==> src/rtl/harvard_run_monitor.sv <==
// Program ROM plus run monitor: serves CPU fetches, sequences a run, and grades it at halt.
// Latency: ROM read is combinational; halt, bad-fetch and timeout verdicts register on the sampling edge.
// Flow control: none; clk_enable low freezes the FSM, counters and ROM writes, and reads stay live.
module harvard_run_monitor #(
    parameter int          ROM_DEPTH      = 16,
    parameter logic [31:0] RESET_VECTOR   = 32'hBFC00000,
    parameter logic [31:0] HALT_ADDR      = 32'h00000000,
    parameter int          TIMEOUT_CYCLES = 1000,
    parameter int          CNT_W          = 16,
    localparam int         IDX_W          = $clog2(ROM_DEPTH)
) (
    input  logic             clk,
    input  logic             reset,
    input  logic             clk_enable,
    input  logic             load_en,
    input  logic [IDX_W-1:0] load_index,
    input  logic [31:0]      load_word,
    input  logic             start,
    input  logic [31:0]      expected_v0,
    output logic             cpu_reset,
    input  logic [31:0]      instr_address,
    output logic [31:0]      instr_readdata,
    input  logic             active,
    input  logic [31:0]      register_v0,
    output logic             done,
    output logic             pass,
    output logic [1:0]       fail_code,
    output logic [CNT_W-1:0] cycle_count,
    output logic [CNT_W-1:0] fetch_count
);

    typedef enum logic [1:0] {
        S_IDLE    = 2'd0,
        S_RELEASE = 2'd1,
        S_RUN     = 2'd2,
        S_DONE    = 2'd3
    } state_t;

    localparam logic [1:0]       FC_NONE     = 2'd0;
    localparam logic [1:0]       FC_V0       = 2'd1;
    localparam logic [1:0]       FC_TIMEOUT  = 2'd2;
    localparam logic [1:0]       FC_BADFETCH = 2'd3;
    localparam logic [31:0]      ROM_SPAN    = 32'(ROM_DEPTH * 4);
    localparam logic [CNT_W-1:0] TIMEOUT_LAST = CNT_W'(TIMEOUT_CYCLES - 1);

    state_t           state_q;
    logic             cpu_reset_q;
    logic             done_q;
    logic             pass_q;
    logic [1:0]       fail_code_q;
    logic [CNT_W-1:0] cycle_q;
    logic [CNT_W-1:0] fetch_q;
    logic [31:0]      exp_v0_q;

    logic [31:0]      rom_q [ROM_DEPTH];

    logic [31:0]      offset_d;
    logic             in_range_d;
    logic [IDX_W-1:0] rom_idx_d;
    logic             halt_d;
    logic             bad_fetch_d;
    logic             timeout_d;
    logic             v0_match_d;
    logic [CNT_W-1:0] cycle_d;
    logic [CNT_W-1:0] fetch_d;

    // Address decode, ROM read and run-event detection (addresses below the vector wrap to large offsets)
    always_comb begin
        offset_d       = instr_address - RESET_VECTOR;
        in_range_d     = (offset_d < ROM_SPAN) && (offset_d[1:0] == 2'b00);
        rom_idx_d      = offset_d[IDX_W+1:2];
        instr_readdata = in_range_d ? rom_q[rom_idx_d] : 32'h00000000;
        halt_d         = (instr_address == HALT_ADDR) || !active;
        bad_fetch_d    = !in_range_d && !halt_d;
        v0_match_d     = (register_v0 == exp_v0_q);
        cycle_d        = (&cycle_q) ? cycle_q : cycle_q + 1'b1;
        fetch_d        = (&fetch_q) ? fetch_q : fetch_q + 1'b1;
        timeout_d      = (cycle_d == TIMEOUT_LAST);
    end

    // ROM loading: only while idle, and contents deliberately survive reset
    always_ff @(posedge clk) begin
        if (clk_enable && load_en && (state_q == S_IDLE)) begin
            rom_q[load_index] <= load_word;
        end
    end

    // Run sequencer with registered verdict outputs; halt outranks bad fetch, which outranks timeout
    always_ff @(posedge clk or negedge reset) begin
        if (!reset) begin
            state_q     <= S_IDLE;
            cpu_reset_q <= 1'b1;
            done_q      <= 1'b0;
            pass_q      <= 1'b0;
            fail_code_q <= FC_NONE;
            cycle_q     <= '0;
            fetch_q     <= '0;
            exp_v0_q    <= '0;
        end else if (clk_enable) begin
            case (state_q)
                S_IDLE, S_DONE: begin
                    if (start) begin
                        state_q     <= S_RELEASE;
                        exp_v0_q    <= expected_v0;
                        done_q      <= 1'b0;
                        pass_q      <= 1'b0;
                        fail_code_q <= FC_NONE;
                        cycle_q     <= '0;
                        fetch_q     <= '0;
                    end
                end
                S_RELEASE: begin
                    state_q     <= S_RUN;
                    cpu_reset_q <= 1'b0;
                    cycle_q     <= '0;
                    fetch_q     <= '0;
                end
                S_RUN: begin
                    cycle_q <= cycle_d;
                    if (in_range_d) begin
                        fetch_q <= fetch_d;
                    end
                    if (halt_d) begin
                        state_q     <= S_DONE;
                        cpu_reset_q <= 1'b1;
                        done_q      <= 1'b1;
                        pass_q      <= v0_match_d;
                        fail_code_q <= v0_match_d ? FC_NONE : FC_V0;
                    end else if (bad_fetch_d) begin
                        state_q     <= S_DONE;
                        cpu_reset_q <= 1'b1;
                        done_q      <= 1'b1;
                        fail_code_q <= FC_BADFETCH;
                    end else if (timeout_d) begin
                        state_q     <= S_DONE;
                        cpu_reset_q <= 1'b1;
                        done_q      <= 1'b1;
                        fail_code_q <= FC_TIMEOUT;
                    end
                end
                default: begin
                    state_q <= S_IDLE;
                end
            endcase
        end
    end

    assign cpu_reset   = cpu_reset_q;
    assign done        = done_q;
    assign pass        = pass_q;
    assign fail_code   = fail_code_q;
    assign cycle_count = cycle_q;
    assign fetch_count = fetch_q;

endmodule

==> config.mk <==
export PLATFORM = sky130hd
export DESIGN_NAME = harvard_run_monitor
export DESIGN_NICKNAME = d
export VERILOG_FILES = /design/src/rtl/harvard_run_monitor.sv
export SDC_FILE = /design/constraint.sdc
export NUM_CORES = 1
export LEC_CHECK = 0
export ABC_CLOCK_PERIOD_IN_PS = 4850
export CORE_AREA = 2 2 233 235
export CTS_CLUSTER_DIAMETER = 80
export DETAILED_ROUTE_END_ITERATION = 8
export DIE_AREA = 0 0 235 237
export DONT_BUFFER_PORTS = 1
export PLACE_DENSITY_LB_ADDON = 0.25
export SETUP_SLACK_MARGIN = 0.02
export SYNTH_ARGS = -nofsm -noshare
export SYNTH_HDL_FRONTEND = slang
export SYNTH_SLANG_ARGS = --single-unit
export TNS_END_PERCENT = 50
==> constraint.sdc <==
create_clock -name clk -period 4.85 [get_ports clk]
set_input_delay 0.485 -clock clk [delete_from_list [all_inputs] [get_ports clk]]
set_output_delay 0.485 -clock clk [all_outputs]
set_load 0.01 [all_outputs]
==> impl_metrics.csv <==
group,metric,value,unit
outcome,outcome,"complete, no violations",
yosys,yosysTopAreaCell,"edfxtp_1",
finish,nFillCells,4282,
yosys,syn_area,23600,um^2
pwr,p_sw_frac,0.222,
routing,drc,0,
timing,worstMarginPinSlew,0.957,ns
clock_network,worst_skew_pair.late_latency,0.61,ns
finish,drive_above_1_share,0.243,
pwr,internal-power,8.43,mW
worst_setup_path,cp_slowest_cell,"a2111o_2",
clock_network,cts_buffers,60,
clock_network,post_cts_buffers,0,
finish,final_core_util,0.505,
worst_setup_path,path_delay_family,"simple AND/OR/NAND/NOR gates",
routing,drtAntennaViolNets,0,
clock_network,h-tree-depth,2,
finish,design_area,26900,um^2
worst_hold_path,hp-class,"input pin to flip-flop",
yosys,synth_top_area_share,0.651,
yosys,synth_ff_type,"edfxtp_1",
floorplan,start_util,0.443,
global_routing,gr-total-overflow,0,
yosys,synth_edf_count,512,
flow_run,max_cap_violations,0,
placed_design,postPlaceCellArea,24500,um^2
pwr,power_density,403,nW/um^2
placed_design,place.gp.congestion,0.851,
timing,final-setup-viol-count,0,
clock_network,clock-sinks,583,
worst_setup_path,cp-startpoint,"instr_address[20]",
routing,first_pass_iters,5,
timing,fin_crit_sh,0.585,
floorplan,dieWidth,235,um
worst_setup_path,cp.required,4.37,ns
timing,slew_headroom,0.360,
worst_setup_path,r2r_start,"state_q[0]$_DFFE_PN0P_",
routing,via_per_inst,5.85,
yosys,synth_area_per_cell,19.8,um^2
global_routing,grt_pass1_vias,12300,
yosys,yosys-top-cells-count,"512 x edfxtp_1, 160 x mux4_2, 70 x dfrtp_1, 45 x nor2_1",
worst_setup_path,critPathMaxStageDelay,0.87,ns
finish,nNetsFinal,1428,
global_routing,grt_pass1_wl,79800,um
routing,wl,53200,um
pwr,p_leak,8.56,nW
pwr,power,10.8,mW
worst_setup_path,cp.buffers_inverters,0,
timing,hold_violations,0,
timing,rsz0062_at_grt,"false",
routing,drt-wirelength-per-cell,26.2,um
worst_setup_path,crit_chain,"nor4_1 -> nand3_1 -> a2111o_2 -> nor2b_1",
clock_network,cts-root-buf,"clkbuf_16",
clock_network,cts_buffer_depth,3,
timing,min_period,2.84,ns
clock_network,cts_resized,0,
yosys,ys_ff_latch,583,
clock_network,cts_tree,"done",
floorplan,fp.dieH,237,um
floorplan,rows,85,
yosys,synth.net_count,1340,
yosys,async_flop_share,0.122,
floorplan,fp.coreArea,53300,um^2
yosys,synth.distinct_cells,56,
yosys,synthTopCellsByArea,"edfxtp_1 65%, mux4_2 15%, dfrtp_1 7.4%",
worst_setup_path,start_kind,"input pin",
yosys,syn-instance-count,1196,
floorplan,dieArea,55700,um^2
placed_design,port_buffers,0,
pwr,irDropWorstVdd,251,uV
yosys,yosysWarnings,0,
timing,fin_setup_tns,0,ns
routing,drt_iter0_markers,1008,
finish,area_growth,14.0,%
global_routing,grt_use_total,0.192,
worst_hold_path,holdCritStartpoint,"expected_v0[14]",
timing,finClkSkew,0.0158,ns
pwr,seq_power_share,0.534,
pwr,combinationalPowerShare,0.085,
timing,max_freq,0.353,GHz
worst_setup_path,worstPathArrival,2.35,ns
yosys,synth.most_common_cell,"edfxtp_1",
routing,vias,11900,
yosys,ys_seq_area_frac,0.726,
floorplan,pin_count,207,
worst_setup_path,path_class,"input pin to output port",
placed_design,dp_hpwl,29800,um
worst_setup_path,crit_fanout,34,
clock_network,path_clk_slew,0.06,ns
pwr,switching_power,2.41,mW
pwr,p_clk_frac,0.381,
worst_setup_path,worstSetupEndpointType,"output port",
global_routing,antenna_found_initial,3,
global_routing,grt_max_degree,130,
timing,slew_violations,0,
## cell type report
cell class / instances / area [um^2] / area share
Inverter: 12 / 45.0 / 0.00167
Timing Repair Buffer: 84 / 803 / 0.0298
Clock buffer: 81 / 1600 / 0.0595
Clock inverter: 28 / 139 / 0.00516
Antenna cell: 1 / 2.50 / 0.0000929
Multi-Input combinational cell: 543 / 6310 / 0.234
Tap cell: 696 / 871 / 0.0323
Sequential cell: 583 / 17200 / 0.637
## metrics by stage
step	hold WS [ns]	cells	worst slack (ns)
2_1_floorplan	0.189	1196	1.09
3_3_place_gp	0.191	1856	1.97
3_5_place_dp	0.191	1856	1.95
4_1_cts	0.000703	2027	1.95
5_1_grt	0.0117	2027	1.82
6_report	0.0415	2028	2.01
## routing by layer
layer  part of all wire  track usage  vias to the layer above
met2               0.48        0.307                      455
li1                   -            -                     5089
met1               0.42        0.265                     6246
met5            0.00066            0                        -
met4              0.016       0.0451                        6
met3              0.082       0.0504                       75
## sequential cells by signal (all words and copies together), names as in the netlist
name / flops
pass: 1
state_q: 2
cycle_count: 16
fetch_count: 16
fail_code: 2
exp_v0_q: 32
done: 1
cpu_reset: 1
rom_q: 512
## power groups by stage
stage	clock network [mW]	registers (mW)	logic, mW
global route	4.43	5.81	1.00
global placement	0	5.89	0.791
floorplan	0	5.86	0.707
finish	4.13	5.79	0.916
detailed placement	0	5.90	0.805
CTS	4.24	5.79	0.922
## timing repair
action                                  CTS  global route
endpoints found under the setup margin    0             0
endpoints found under the hold margin   611             0
hold buffers                             62             0
## cell families after synthesis
logic type | share of synthesized area
AND/OR/NAND/NOR | 0.0532
multiplexers | 0.170
adder cells (fa/ha/maj) | 0.00318
buffers and inverters | 0.0119
AO/OA/AOI/OAI | 0.0202
flip-flops | 0.726
XOR/XNOR | 0.0151
## placed cells by master, fill, tap and decap left out, types with 24 or more instances in the layout
cell type,n
dlygate4sd3_1,61
nor2b_1,33
clkbuf_16,61
mux2_2,33
nand3_1,28
mux4_2,160
edfxtp_1,512
a21oi_1,24
xnor2_1,33
dfrtp_1,70
nor2_1,33
nand2_1,31
nand4_1,24
## final timing paths
| check | end | slack (ns) | cells past startpoint |
|---|---|---|---|
| min in group asynchronous | cycle_count[11]$_DFFE_PN0P_ | 0.47 | 2 |
| worst min-delay path | exp_v0_q[14]$_DFFE_PN0P_ | 0.04 | 1 |
| worst max register to register | rom_q[12][19]$_DFFE_PP_ | 2.09 | 6 |
| worst max-delay path | instr_readdata[16] | 2.01 | 4 |
| max in group asynchronous | cpu_reset$_DFFE_PN1P_ | 4.08 | 2 |
| worst min register to register | cpu_reset$_DFFE_PN1P_ | 0.53 | 2 |
No activity file was read; power rests on OpenSTA's default activity.
